--- src/rtl/hazard_ctrl_pkg.sv ---
// Shared definitions for the pipeline hazard controller: forward-select
// codes, register-address width and the controller FSM encoding.
package hazard_ctrl_pkg;

    localparam int unsigned REG_AW = 5;

    localparam logic [1:0] FWD_RF = 2'b00;
    localparam logic [1:0] FWD_EX = 2'b01;
    localparam logic [1:0] FWD_WB = 2'b10;

    typedef enum logic [1:0] {
        ST_RUN   = 2'd0,
        ST_MULTI = 2'd1,
        ST_FLUSH = 2'd2
    } hz_state_e;

endpackage

--- src/rtl/hazard_ctrl_fwd_sel.sv ---
// Per-operand forwarding comparator: picks register file, EX result or WB
// data for one source operand of the instruction in ID.
module fwd_sel
    import hazard_ctrl_pkg::*;
(
    input  logic [REG_AW-1:0] rs_addr_i,
    input  logic              rs_used_i,
    input  logic [REG_AW-1:0] rd_addr_ex_i,
    input  logic              reg_we_ex_i,
    input  logic [REG_AW-1:0] rd_addr_wb_i,
    input  logic              reg_we_wb_i,
    output logic [1:0]        sel_o
);

    // x0 is hard-wired zero, so it is never forwarded; EX is the younger
    // producer and therefore wins over WB.
    always_comb begin
        sel_o = FWD_RF;
        if (rs_used_i && (rs_addr_i != '0)) begin
            if (reg_we_ex_i && (rd_addr_ex_i == rs_addr_i)) begin
                sel_o = FWD_EX;
            end else if (reg_we_wb_i && (rd_addr_wb_i == rs_addr_i)) begin
                sel_o = FWD_WB;
            end
        end
    end

endmodule

--- src/rtl/hazard_ctrl.sv ---
// Pipeline hazard/stall controller: operand forwarding, load-use and
// multi-cycle EX stalls, wrong-path flush sequencing and perf counters.
module hazard_ctrl
    import hazard_ctrl_pkg::*;
#(
    parameter int unsigned FLUSH_CYCLES = 1,
    parameter int unsigned CNT_WIDTH    = 32
) (
    input  logic                 clk,
    input  logic                 rst,
    input  logic [REG_AW-1:0]    rs1_addr_id,
    input  logic [REG_AW-1:0]    rs2_addr_id,
    input  logic                 rs1_used_id,
    input  logic                 rs2_used_id,
    input  logic [REG_AW-1:0]    rd_addr_ex,
    input  logic                 reg_we_ex,
    input  logic                 mem_rd_ex,
    input  logic [REG_AW-1:0]    rd_addr_wb,
    input  logic                 reg_we_wb,
    input  logic                 br_taken_ex,
    input  logic                 ex_multi_start,
    input  logic                 ex_multi_done,
    input  logic                 dmem_stall,
    input  logic                 cnt_clr,
    output logic [1:0]           forward_a_sel,
    output logic [1:0]           forward_b_sel,
    output logic                 stall_pc,
    output logic                 stall_id,
    output logic                 stall_ex,
    output logic                 stall_wb,
    output logic                 bubble_ex,
    output logic                 bubble_wb,
    output logic                 flush_id,
    output logic                 redirect,
    output logic [CNT_WIDTH-1:0] stall_cycles,
    output logic [CNT_WIDTH-1:0] flush_cycles,
    output logic [1:0]           state_dbg_o,
    output logic [2:0]           fcnt_dbg_o
);

    localparam bit         HAS_FLUSH = (FLUSH_CYCLES != 0);
    localparam logic [2:0] FCNT_INIT = HAS_FLUSH ? 3'(FLUSH_CYCLES - 1) : 3'd0;

    hz_state_e            state_q, state_d;
    logic [2:0]           fcnt_q, fcnt_d;
    logic [CNT_WIDTH-1:0] stall_cnt_q, stall_cnt_d;
    logic [CNT_WIDTH-1:0] flush_cnt_q, flush_cnt_d;
    logic [1:0]           fa_raw, fb_raw;
    logic                 load_use;

    fwd_sel u_fwd_a (
        .rs_addr_i    (rs1_addr_id),
        .rs_used_i    (rs1_used_id),
        .rd_addr_ex_i (rd_addr_ex),
        .reg_we_ex_i  (reg_we_ex),
        .rd_addr_wb_i (rd_addr_wb),
        .reg_we_wb_i  (reg_we_wb),
        .sel_o        (fa_raw)
    );

    fwd_sel u_fwd_b (
        .rs_addr_i    (rs2_addr_id),
        .rs_used_i    (rs2_used_id),
        .rd_addr_ex_i (rd_addr_ex),
        .reg_we_ex_i  (reg_we_ex),
        .rd_addr_wb_i (rd_addr_wb),
        .reg_we_wb_i  (reg_we_wb),
        .sel_o        (fb_raw)
    );

    assign load_use = mem_rd_ex && ((fa_raw == FWD_EX) || (fb_raw == FWD_EX));

    always_comb begin
        state_d       = state_q;
        fcnt_d        = fcnt_q;
        forward_a_sel = rst ? FWD_RF : fa_raw;
        forward_b_sel = rst ? FWD_RF : fb_raw;
        stall_pc      = 1'b0;
        stall_id      = 1'b0;
        stall_ex      = 1'b0;
        stall_wb      = 1'b0;
        bubble_ex     = 1'b0;
        bubble_wb     = 1'b0;
        flush_id      = 1'b0;
        redirect      = 1'b0;

        if (rst) begin
            // IF/ID content is meaningless until the first fetch after reset.
            flush_id = 1'b1;
            state_d  = ST_RUN;
            fcnt_d   = 3'd0;
        end else if (dmem_stall) begin
            stall_pc = 1'b1;
            stall_id = 1'b1;
            stall_ex = 1'b1;
            stall_wb = 1'b1;
        end else begin
            case (state_q)
                ST_RUN: begin
                    if (br_taken_ex) begin
                        redirect  = 1'b1;
                        flush_id  = 1'b1;
                        bubble_ex = 1'b1;
                        if (HAS_FLUSH) begin
                            state_d = ST_FLUSH;
                            fcnt_d  = FCNT_INIT;
                        end
                    end else if (ex_multi_start) begin
                        stall_pc  = 1'b1;
                        stall_id  = 1'b1;
                        stall_ex  = 1'b1;
                        bubble_wb = 1'b1;
                        state_d   = ST_MULTI;
                    end else if (load_use) begin
                        // One bubble suffices: next cycle the load sits in WB.
                        stall_pc  = 1'b1;
                        stall_id  = 1'b1;
                        bubble_ex = 1'b1;
                    end
                end
                ST_MULTI: begin
                    if (ex_multi_done) begin
                        state_d = ST_RUN;
                    end else begin
                        stall_pc  = 1'b1;
                        stall_id  = 1'b1;
                        stall_ex  = 1'b1;
                        bubble_wb = 1'b1;
                    end
                end
                ST_FLUSH: begin
                    flush_id  = 1'b1;
                    bubble_ex = 1'b1;
                    if (fcnt_q == 3'd0) begin
                        state_d = ST_RUN;
                    end else begin
                        fcnt_d = fcnt_q - 3'd1;
                    end
                end
                default: begin
                    state_d = ST_RUN;
                    fcnt_d  = 3'd0;
                end
            endcase
        end
    end

    always_comb begin
        stall_cnt_d = stall_cnt_q;
        flush_cnt_d = flush_cnt_q;
        if (cnt_clr) begin
            stall_cnt_d = '0;
            flush_cnt_d = '0;
        end else begin
            if (stall_pc) stall_cnt_d = stall_cnt_q + CNT_WIDTH'(1);
            if (flush_id) flush_cnt_d = flush_cnt_q + CNT_WIDTH'(1);
        end
    end

    always_ff @(posedge clk) begin
        if (rst) begin
            state_q     <= ST_RUN;
            fcnt_q      <= 3'd0;
            stall_cnt_q <= '0;
            flush_cnt_q <= '0;
        end else begin
            state_q     <= state_d;
            fcnt_q      <= fcnt_d;
            stall_cnt_q <= stall_cnt_d;
            flush_cnt_q <= flush_cnt_d;
        end
    end

    assign stall_cycles = stall_cnt_q;
    assign flush_cycles = flush_cnt_q;
    assign state_dbg_o  = state_q;
    assign fcnt_dbg_o   = fcnt_q;

endmodule

--- config.mk ---
export PLATFORM = sky130hd
export DESIGN_NAME = hazard_ctrl
export DESIGN_NICKNAME = d
export VERILOG_FILES = /design/src/rtl/hazard_ctrl_pkg.sv /design/src/rtl/hazard_ctrl_fwd_sel.sv /design/src/rtl/hazard_ctrl.sv
export SDC_FILE = /design/constraint.sdc
export NUM_CORES = 1
export LEC_CHECK = 0
export BUFFER_PORTS_ARGS = -buffer_cell sky130_fd_sc_hd__buf_2
export CAP_MARGIN = 5
export CORE_MARGIN = 2
export CORE_UTILIZATION = 28
export DETAILED_ROUTE_END_ITERATION = 6
export GPL_TIMING_DRIVEN = 1
export PLACE_DENSITY = 0.52
export SKIP_LAST_GASP = 1
export SLEW_MARGIN = 25
export SYNTH_ARGS = -nofsm -noshare
export SYNTH_HDL_FRONTEND = slang
export SYNTH_SLANG_ARGS = --single-unit
export TNS_END_PERCENT = 5
--- constraint.sdc ---
create_clock -name clk -period 1.7 [get_ports clk]
set_input_delay 0.085 -clock clk [delete_from_list [all_inputs] [get_ports clk]]
set_output_delay 0.085 -clock clk [all_outputs]
set_load 0.02 [all_outputs]
==> results of run 1 <==
power breakdown:
part	internal [mW]	leakage, nW	switching (mW)	total, mW
Combinational	0.221	1.90	0.266	0.487
Sequential	1.63	0.564	0.0109	1.64
Clock	1.40	0.165	0.732	2.13
worst min-delay path by stage:
stage	from	end	slack, ns
finish	ex_multi_done	state_dbg_o[0]	0.12
floorplan	br_taken_ex	state_dbg_o[0]	0.25
detailed placement	ex_multi_done	state_dbg_o[0]	0.46
CTS	ex_multi_done	state_dbg_o[0]	0.1
global route	ex_multi_done	state_dbg_o[0]	0.11
global placement	ex_multi_done	state_dbg_o[0]	0.45
registers in the layout, summed over array words and instances (netlist names):
register / cells
flush_cycles: 32
stall_cycles: 32
fcnt_dbg_o: 3
state_dbg_o: 2
synthesized netlist by cell type (all sizes together) (2+ instances only):
library cell	number
a2111o	9
a2111oi	2
a211oi	6
a21boi	3
a21oi	24
and2	10
and3	17
and4	12
buf	12
clkbuf	19
dfxtp	69
ha	4
inv	9
mux2i	21
nand2	58
nand2b	4
nand3	20
nand4	23
nor2	42
nor2b	3
nor3	8
nor3b	2
nor4	4
o211ai	2
o21a	2
o21ai	22
or3	22
or4	2
xnor2	17
xor2	34
kinds of logic (layout without fill, tap and decap cells):
kind of cell | count (synthesis) | in the layout | share of synthesized area
buffers and inverters | 40 | 251 | 0.04389
muxes | 21 | 21 | 0.05156
xor gates and xnor gates | 51 | 51 | 0.1096
adders and majority gates | 4 | 4 | 0.01228
AOI/OAI and AO/OA | 79 | 79 | 0.1455
and+or+nand+nor | 229 | 229 | 0.2983
DFF | 69 | 69 | 0.3389
metrics by stage:
stage	area [um2]	power [mW]	cells
2_1_floorplan	4173	1.925	493
6_report	6088	4.256	888
3_3_place_gp	5544	2.117	857
5_1_grt	6088	4.441	888
4_1_cts	6066	4.326	889
3_5_place_dp	5544	2.126	857
worst max-delay path, delay by kind of cell (launching register included):
kind	cells	cell delay [ns]
DFF	1	0.36
and+or+nand+nor	2	0.24
buffers and inverters	4	0.46
AOI/OAI and AO/OA	2	0.35
cell type report:
cell class	instances	share of cell area
tap	184	0.03781
sequential	69	0.2304
clock buffer	12	0.04377
timing repair buffer	227	0.2427
inverter	9	0.005549
clock inverter	3	0.01089
multi-input combinational	384	0.4289
metal layers:
| layer | global-route usage | share of wire | vias to the layer above |
|---|---|---|---|
| met5 | 0 | 0 | - |
| met3 | 0.04510 | 0.049 | 17 |
| li1 | - | - | 2175 |
| met2 | 0.2716 | 0.47 | 108 |
| met1 | 0.2073 | 0.46 | 2009 |
| met4 | 0.05684 | 0.018 | 0 |
repair_timing:
action | 4_1_cts | 5_1_grt
endpoints found under the hold margin | 0 | 0
setup endpoints to repair | 38 | 57
resized for setup | 23 | 12
setup buffers | 15 | 1
cloned | 2 | 0
pin swaps | 7 | 9
==> impl_metrics.env, run 1 <==
export IMPL_die_w_um=124.7
export IMPL_grt_pass1_vias=4261
export IMPL_cp_start_kind="flop"
export IMPL_syn_num_nets=529
export IMPL_areaGrowthSynthToFinish_pct=49.36
export IMPL_antenna_found_initial=0
export IMPL_final_period_utilization=1.086
export IMPL_mostFrequentLayoutCells="109 x buf_2, 108 x buf_4, 57 x nand2_1"
export IMPL_final_common_cell="buf_2"
export IMPL_num_rows=44
export IMPL_start_util=0.2837
export IMPL_synth_edf_count=0
export IMPL_hold_depth=4
export IMPL_grt_max_degree=26
export IMPL_dp_hpwl_mm=9.406
export IMPL_dr_pass1_iters=4
export IMPL_dieArea_mm2=0.01554
export IMPL_grt_usage=0.1648
export IMPL_cts_max_level=3
export IMPL_diodes=0
export IMPL_nets=736
export IMPL_syn_inst=493
export IMPL_drtIter0Drc=210
export IMPL_rrSetupSlack_ns=-0.13
export IMPL_die_h_um=124.7
export IMPL_insertion_delay_ns=0.34
export IMPL_peakVddDrop_uv=449.0
export IMPL_hold_ws_ns=0.1151
export IMPL_fin_skew_ns=0.006803
export IMPL_yosysSeqAreaShare=0.3389
export IMPL_rsz0062_at_grt="true"
export IMPL_worst_slew_pin_transition_ns=0.3849
export IMPL_relSlewSlack=0.7415
export IMPL_place_ws_ns=-0.4813
export IMPL_seqCellArea_mm2=0.001403
export IMPL_drt_vias_per_instance=4.852
export IMPL_synth_top_area_cell="dfxtp_1"
export IMPL_postSynthAreaPerCell_um2=8.269
export IMPL_synth_area_mm2=0.004076
export IMPL_hold_viol_final=0
export IMPL_ios=113
export IMPL_cts_root_buf="clkbuf_16"
export IMPL_reg2reg_from="state_dbg_o[0]"
export IMPL_violations="negative setup slack"
export IMPL_synth_seq_cells=69
export IMPL_wirelength_mm=12.72
export IMPL_cp_end_kind="output pin"
export IMPL_crit_required_ns=1.62
export IMPL_r2r_worst_path_cells=9
export IMPL_cp_arrival_ns=1.76
export IMPL_multiInputGateArea_mm2=0.002611
export IMPL_core_area_mm2=0.01437
export IMPL_drc=0
export IMPL_critPathMaxStageDelay_ns=0.36
export IMPL_synthDistinctLibCells=55
export IMPL_tns_ns=-3.113
export IMPL_cts_buffers=9
export IMPL_setup_viol=36
export IMPL_yosys_top_cells_area="dfxtp_1 34%, xor2_1 7.3%, nand2_1 5.3%, mux2i_1 5.2%, nor2_1 3.8%"
export IMPL_hp_class="primary input to flop"
export IMPL_port_buffers=112
export IMPL_status="complete, but fails checks"
export IMPL_fin_crit_ns=1.846
export IMPL_yosysTopAreaCellShare=0.3389
export IMPL_crit_chain="nor3b_4, o21bai_1, a21o_1, buf_6, buf_6, buf_6, nand2_4, buf_6"
export IMPL_drive_gt1_frac=0.4077
export IMPL_cts_tree="built"
export IMPL_fillerInstances=1451
export IMPL_grt_remaining_overflow=0
export IMPL_yosys_warnings=0
export IMPL_max_freq_mhz=541.8
export IMPL_ys_flop_type="dfxtp_1"
export IMPL_maxCapViolations=0
export IMPL_routedWlPerCell_um=14.32
export IMPL_critPathMaxFanout=4
export IMPL_slew_viol_final=0
export IMPL_rr_endpoint="stall_cycles[25]"
export IMPL_vias=4309
export IMPL_async_reset_ff_frac=0
export IMPL_final_util=0.4237
export IMPL_critical_path_class="flop to output pin"
export IMPL_crit_end="stall_pc"
export IMPL_gp_congestion=0.8488
export IMPL_power_leakage_nw=2.632
export IMPL_clk_path_buf_depth=2
export IMPL_antenna_left=0
export IMPL_cts_sinks=69
export IMPL_grt_pass1_wl_mm=20.86
export IMPL_setup_worst_path_start="state_dbg_o[0]"
export IMPL_power_density_mw_per_mm2=699.1
export IMPL_clk_transition_reported_paths_ns=0.06
export IMPL_cts_hold_buf=0
export IMPL_critPathSlowestCell="dfxtp_4"
export IMPL_cpMostUsedCell="buf_6"
export IMPL_fin_ws_ns=-0.1456
No activity file was read; power rests on OpenSTA's default activity.
==> inputs of run 2 (changes only) <==
--- a/config.mk
+++ b/config.mk
@@ -5,13 +5,14 @@
 export SDC_FILE = /design/constraint.sdc
 export NUM_CORES = 1
 export LEC_CHECK = 0
+export ABC_AREA = 1
 export BUFFER_PORTS_ARGS = -buffer_cell sky130_fd_sc_hd__buf_2
 export CAP_MARGIN = 5
 export CORE_MARGIN = 2
 export CORE_UTILIZATION = 28
 export DETAILED_ROUTE_END_ITERATION = 6
 export GPL_TIMING_DRIVEN = 1
-export PLACE_DENSITY = 0.52
+export PLACE_DENSITY = 0.51
 export SKIP_LAST_GASP = 1
 export SLEW_MARGIN = 25
 export SYNTH_ARGS = -nofsm -noshare
==> run 2 against run 1 <==
Compared with the run above: utilization down 3.7 points; register-to-register slack better by 0.16 ns; critical path depth up 1; highest routed layer unchanged; count of clock-buffer cells in the layout down 1; the flow still finishes with violations (negative setup slack); maximum frequency up 7.0%; global-route usage up 0.82 points; final cell count up 26%; sequential cell count unchanged.
==> impl_metrics.env, run 2 <==
export IMPL_routedWlPerCell_um=13.31
export IMPL_crit_chain="inv_2, nor3_2, or2_1, a21oi_2, nand2_4, nand2_4, buf_12, inv_2, buf_6"
export IMPL_power_leakage_nw=2.806
export IMPL_final_area_mm2=0.006340
export IMPL_worst_slew_pin_transition_ns=0.4257
export IMPL_async_reset_ff_frac=0
export IMPL_syn_num_nets=751
export IMPL_dp_hpwl_mm=11.70
export IMPL_slew_viol_final=0
export IMPL_status="complete, but fails checks"
export IMPL_yosys_top_cells_area="dfxtp_1 30%, nand2_1 16%, a21oi_1 7.0%, nor2_1 6.7%, nand3_1 6.6%"
export IMPL_grt_pass1_vias=4936
export IMPL_yosys_warnings=0
export IMPL_hold_depth=3
export IMPL_cts_root_buf="clkbuf_16"
export IMPL_port_buffers=112
export IMPL_synth_area_mm2=0.004639
export IMPL_final_period_utilization=1.015
export IMPL_violations="negative setup slack"
export IMPL_synthDistinctLibCells=43
export IMPL_yosysSeqAreaShare=0.2977
export IMPL_clk_transition_reported_paths_ns=0.06
export IMPL_wirelength_mm=14.95
export IMPL_power_density_mw_per_mm2=648.1
export IMPL_rrSetupSlack_ns=0.03
export IMPL_cp_arrival_ns=1.64
export IMPL_postSynthAreaPerCell_um2=6.489
export IMPL_grt_usage=0.1730
export IMPL_placed_area_mm2=0.005889
export IMPL_insertion_delay_ns=0.34
export IMPL_mostFrequentLayoutCells="192 x nand2_1, 109 x buf_2, 79 x nor2_1"
export IMPL_cts_tree="built"
export IMPL_final_util=0.3864
export IMPL_cpLargestDelayFamily="simple AND/OR/NAND/NOR gates"
export IMPL_nets=935
export IMPL_p_total_mw=4.109
export IMPL_rsz0062_at_grt="true"
export IMPL_path_buf_inv=4
export IMPL_cts_hold_buf=0
export IMPL_drtIter0Drc=244
export IMPL_tns_ns=-0.05032
export IMPL_final_common_cell="nand2_1"
export IMPL_dieArea_mm2=0.01761
export IMPL_fillerInstances=1767
export IMPL_fin_skew_ns=0.007025
export IMPL_cts_max_level=3
export IMPL_cp_start_kind="flop"
export IMPL_cts_sinks=69
export IMPL_vias=5155
export IMPL_r2r_worst_path_cells=10
export IMPL_post_synth_top_count_cell="nand2_1"
export IMPL_dpl_cell_count=1096
export IMPL_fin_ws_ns=-0.02530
export IMPL_die_h_um=132.7
export IMPL_antenna_left=0
export IMPL_gp_congestion=0.8461
export IMPL_hold_ws_ns=0.05984
export IMPL_cts_buffers=9
export IMPL_drc=0
export IMPL_fin_cells=1123
export IMPL_ios=113
export IMPL_num_rows=47
export IMPL_critPathMaxStageDelay_ns=0.34
export IMPL_grt_remaining_overflow=0
export IMPL_hold_viol_final=0
export IMPL_synth_seq_cells=69
export IMPL_yosys_top_cells_count="192 x nand2_1, 83 x nor2_1, 69 x dfxtp_1"
export IMPL_areaGrowthSynthToFinish_pct=36.65
export IMPL_setup_viol=2
export IMPL_grt_pass1_wl_mm=24.52
export IMPL_peakVddDrop_uv=521.9
export IMPL_crit_required_ns=1.62
export IMPL_critPathMaxFanout=2
export IMPL_max_freq_mhz=579.6
export IMPL_drive_gt1_frac=0.2846
export IMPL_drt_vias_per_instance=4.590
export IMPL_critical_path_class="flop to output pin"
export IMPL_antenna_found_initial=0
export IMPL_synth_top_area_cell="dfxtp_1"
export IMPL_ys_flop_type="dfxtp_1"
export IMPL_place_ws_ns=0.01382
export IMPL_synth_edf_count=0
export IMPL_cp_end_kind="output pin"
export IMPL_start_util=0.2828
export IMPL_clk_path_buf_depth=2
export IMPL_hp_class="primary input to flop"
export IMPL_core_area_mm2=0.01641
export IMPL_critPathSlowestCell="dfxtp_4"
export IMPL_die_w_um=132.7
export IMPL_syn_inst=715
export IMPL_maxCapViolations=0
export IMPL_dr_pass1_iters=5
export IMPL_relSlewSlack=0.7162
export IMPL_grt_max_degree=34
export IMPL_diodes=0
export IMPL_yosysTopAreaCellShare=0.2977
export IMPL_fin_crit_ns=1.725
export IMPL_path_depth=9
==> run 2: cell count changes in the layout (fill, tap and decap cells not counted), sizes merged, moves of 29 or more <==
cell,delta
nor3,+29
inv,+63
nand2,+139
a21oi,+42
nor2,+45
buf,-35
nand3,+46
==> run 2: path summary, 6_finish.rpt <==
kind / startpoint / to
worst max register to register: state_dbg_o[0] / flush_cycles[11]
worst min-delay path: br_taken_ex / state_dbg_o[1]
worst min register to register: flush_cycles[7] / flush_cycles[7]
worst max-delay path: state_dbg_o[0] / stall_pc
==> run 2: cell type report <==
type	instances	area (um2)	share of cell area
repair buffers	192	1205	0.1901
well taps	220	275.3	0.04342
inverters	74	282.8	0.04460
multi-input cells	553	2890	0.4559
clock buffers	11	252.7	0.03987
flip-flops and latches	69	1386	0.2187
clock inverters	4	47.55	0.007500
==> run 2: what timing repair did <==
item	CTS	global route
buffers inserted	6	6
pin swaps	4	4
setup endpoints to repair	4	50
resized for setup	13	8
==> run 2: cell families (layout without fill, tap and decap cells) <==
group	after synthesis	after routing	synth area share
compound gates	88	88	0.1009
fa+ha+maj	4	4	0.01079
simple gates	416	416	0.4177
buf+inv	93	281	0.08792
flops	69	69	0.2977
xor+xnor	45	45	0.08495
==> run 2: where the power goes <==
group | internal [mW] | switching [mW]
logic | 0.207 | 0.333
clock network | 1.20 | 0.721
registers | 1.63 | 0.0113
==> run 2: routing by layer <==
metal	wire length (um)	up-vias	GRT usage
met3	869	12	0.04828
met5	0	-	0
met4	178	0	0.04600
met1	6971	2322	0.2214
li1	-	2702	-
met2	6926	119	0.2867
==> run 2: worst reg2reg max path: cells and delay by family, from the launching register on <==
family	cells	cell delay, ns
AND/OR/NAND/NOR	7	0.86
buffers and inverters	1	0.15
flip-flops	1	0.34
AO/OA/AOI/OAI	2	0.21
==> inputs of run 3 (changes only) <==
--- a/config.mk
+++ b/config.mk
@@ -8,11 +8,14 @@
 export ABC_AREA = 1
 export BUFFER_PORTS_ARGS = -buffer_cell sky130_fd_sc_hd__buf_2
 export CAP_MARGIN = 5
+export CELL_PAD_IN_SITES_DETAIL_PLACEMENT = 0
+export CELL_PAD_IN_SITES_GLOBAL_PLACEMENT = 1
 export CORE_MARGIN = 2
 export CORE_UTILIZATION = 28
 export DETAILED_ROUTE_END_ITERATION = 6
 export GPL_TIMING_DRIVEN = 1
-export PLACE_DENSITY = 0.51
+export HOLD_SLACK_MARGIN = 0.08
+export PLACE_DENSITY = 0.68
 export SKIP_LAST_GASP = 1
 export SLEW_MARGIN = 25
 export SYNTH_ARGS = -nofsm -noshare
==> run 3 against run 2 <==
Compared with the run above: the run now ends clean; maximum frequency is 4.5% higher; count of clock-buffer cells in the layout is 1 higher; non-clock buffer count is 9 lower; design area is 0.32% lower; sequential share of layout area is 0.13 points higher; first-iteration DRC count is 7.4% lower; highest routed layer unchanged.
==> impl_metrics.env, run 3 (same netlist as run 2, synthesis figures left out) <==
export IMPL_crit_required_ns=1.62
export IMPL_grt_use_met2=0.2864
export IMPL_grt_remaining_overflow=0
export IMPL_areaGrowthSynthToFinish_pct=36.22
export IMPL_status="complete, no violations"
export IMPL_grt_pass1_vias=4983
export IMPL_peakVddDrop_uv=529.2
export IMPL_fin_crit_ns=1.651
export IMPL_seqCellArea_mm2=0.001390
export IMPL_cts_max_level=3
export IMPL_cpLargestDelayFamily="buffers and inverters"
export IMPL_slew_viol_final=0
export IMPL_critPathSlowestCell="dfxtp_4"
export IMPL_num_rows=47
export IMPL_critical_path_class="flop to output pin"
export IMPL_final_common_cell="nand2_1"
export IMPL_fillerInstances=1793
export IMPL_antenna_found_initial=0
export IMPL_power_leakage_nw=2.778
export IMPL_cp_arrival_ns=1.57
export IMPL_path_buf_inv=3
export IMPL_diodes=0
export IMPL_cp_start_kind="flop"
export IMPL_crit_chain="inv_2, nor3_2, or2_1, a21oi_2, buf_4, nor2_1, buf_4"
export IMPL_dp_hpwl_mm=11.78
export IMPL_top_usage_layer="met2"
export IMPL_drt_vias_per_instance=4.639
export IMPL_hp_class="primary input to flop"
export IMPL_critPathMaxFanout=4
export IMPL_worst_slew_pin_transition_ns=0.4520
export IMPL_power_density_mw_per_mm2=648.2
export IMPL_max_freq_mhz=605.7
export IMPL_dieArea_mm2=0.01761
export IMPL_critPathMaxStageDelay_ns=0.35
export IMPL_final_area_mm2=0.006320
export IMPL_place_ws_ns=0.01903
export IMPL_routedWlPerCell_um=13.68
export IMPL_die_w_um=132.7
export IMPL_hold_viol_final=0
export IMPL_cts_tree="built"
export IMPL_nets=926
export IMPL_maxCapViolations=0
export IMPL_fin_skew_ns=0.006175
export IMPL_wirelength_mm=15.25
export IMPL_drive_gt1_frac=0.2860
export IMPL_dr_pass1_iters=5
export IMPL_cts_sinks=69
export IMPL_clk_transition_reported_paths_ns=0.06
export IMPL_final_period_utilization=0.9711
export IMPL_grt_pass1_wl_mm=25.34
export IMPL_cp_end_kind="output pin"
export IMPL_setup_viol=0
export IMPL_die_h_um=132.7
export IMPL_start_util=0.2828
export IMPL_vias=5172
export IMPL_relSlewSlack=0.6909
export IMPL_grt_usage=0.1791
export IMPL_final_util=0.3852
export IMPL_multiInputGateArea_mm2=0.002942
export IMPL_ios=113
export IMPL_grt_max_degree=34
export IMPL_cts_buffers=9
export IMPL_gp_congestion=0.8687
export IMPL_fin_cells=1115
export IMPL_rsz0062_at_grt="true"
export IMPL_port_buffers=112
export IMPL_dpl_cell_count=1092
export IMPL_grt_use_met1=0.2380
export IMPL_use_met3=0.04023
export IMPL_antenna_left=0
export IMPL_fin_ws_ns=0.04910
export IMPL_cts_root_buf="clkbuf_16"
export IMPL_clk_path_buf_depth=2
export IMPL_core_area_mm2=0.01641
export IMPL_insertion_delay_ns=0.35
export IMPL_drtIter0Drc=226
export IMPL_drc=0
export IMPL_placed_area_mm2=0.005872
export IMPL_mostFrequentLayoutCells="190 x nand2_1, 109 x buf_2, 78 x nor2_1"
export IMPL_cpMostUsedCell="buf_4"
==> run 3: path summary, 6_finish.rpt <==
check	slack, ns	end	start	depth (start not counted)
max	0.05	stall_ex	state_dbg_o[0]	7
min	0.09	state_dbg_o[0]	rst	2
max reg2reg	0.07	flush_cycles[14]	state_dbg_o[0]	10
min reg2reg	0.48	fcnt_dbg_o[0]	fcnt_dbg_o[0]	2
==> run 3: timing repair <==
item	4_1_cts	5_1_grt
pin swaps	2	3
buffers inserted	6	1
hold buffers	1	0
endpoints found under the setup margin	3	51
endpoints found under the hold margin	1	0
resized for setup	9	23
==> run 3: routing by layer <==
metal | part of all wire | wire length, um | vias up
met5 | 0 | 0 | -
met4 | 0.016 | 245 | 0
met3 | 0.052 | 799 | 19
met2 | 0.46 | 6954 | 126
met1 | 0.48 | 7248 | 2351
li1 | - | - | 2676
==> run 3: final cells by class <==
cell class,instances,share of cell area
clock inverter,4,0.007523
multi-input combinational,553,0.4655
tap,220,0.04356
sequential,69,0.2200
clock buffer,12,0.03900
inverter,74,0.04474
timing repair buffer,183,0.1798
==> run 3: report_power, final <==
part	switching [mW]	internal [mW]
clock	0.765	1.17
sequential	0.0136	1.63
combinational	0.325	0.185
==> run 3: through the flow <==
stage | hold WS (ns) | TNS, ns | power, mW
floorplan | 0.2531 | -0.07299 | 1.991
global placement | 0.4187 | 0 | 2.176
detailed placement | 0.4210 | 0 | 2.175
CTS | 0.09310 | -0.08652 | 4.142
global route | 0.1284 | -0.7962 | 4.272
finish | 0.09486 | 0 | 4.096
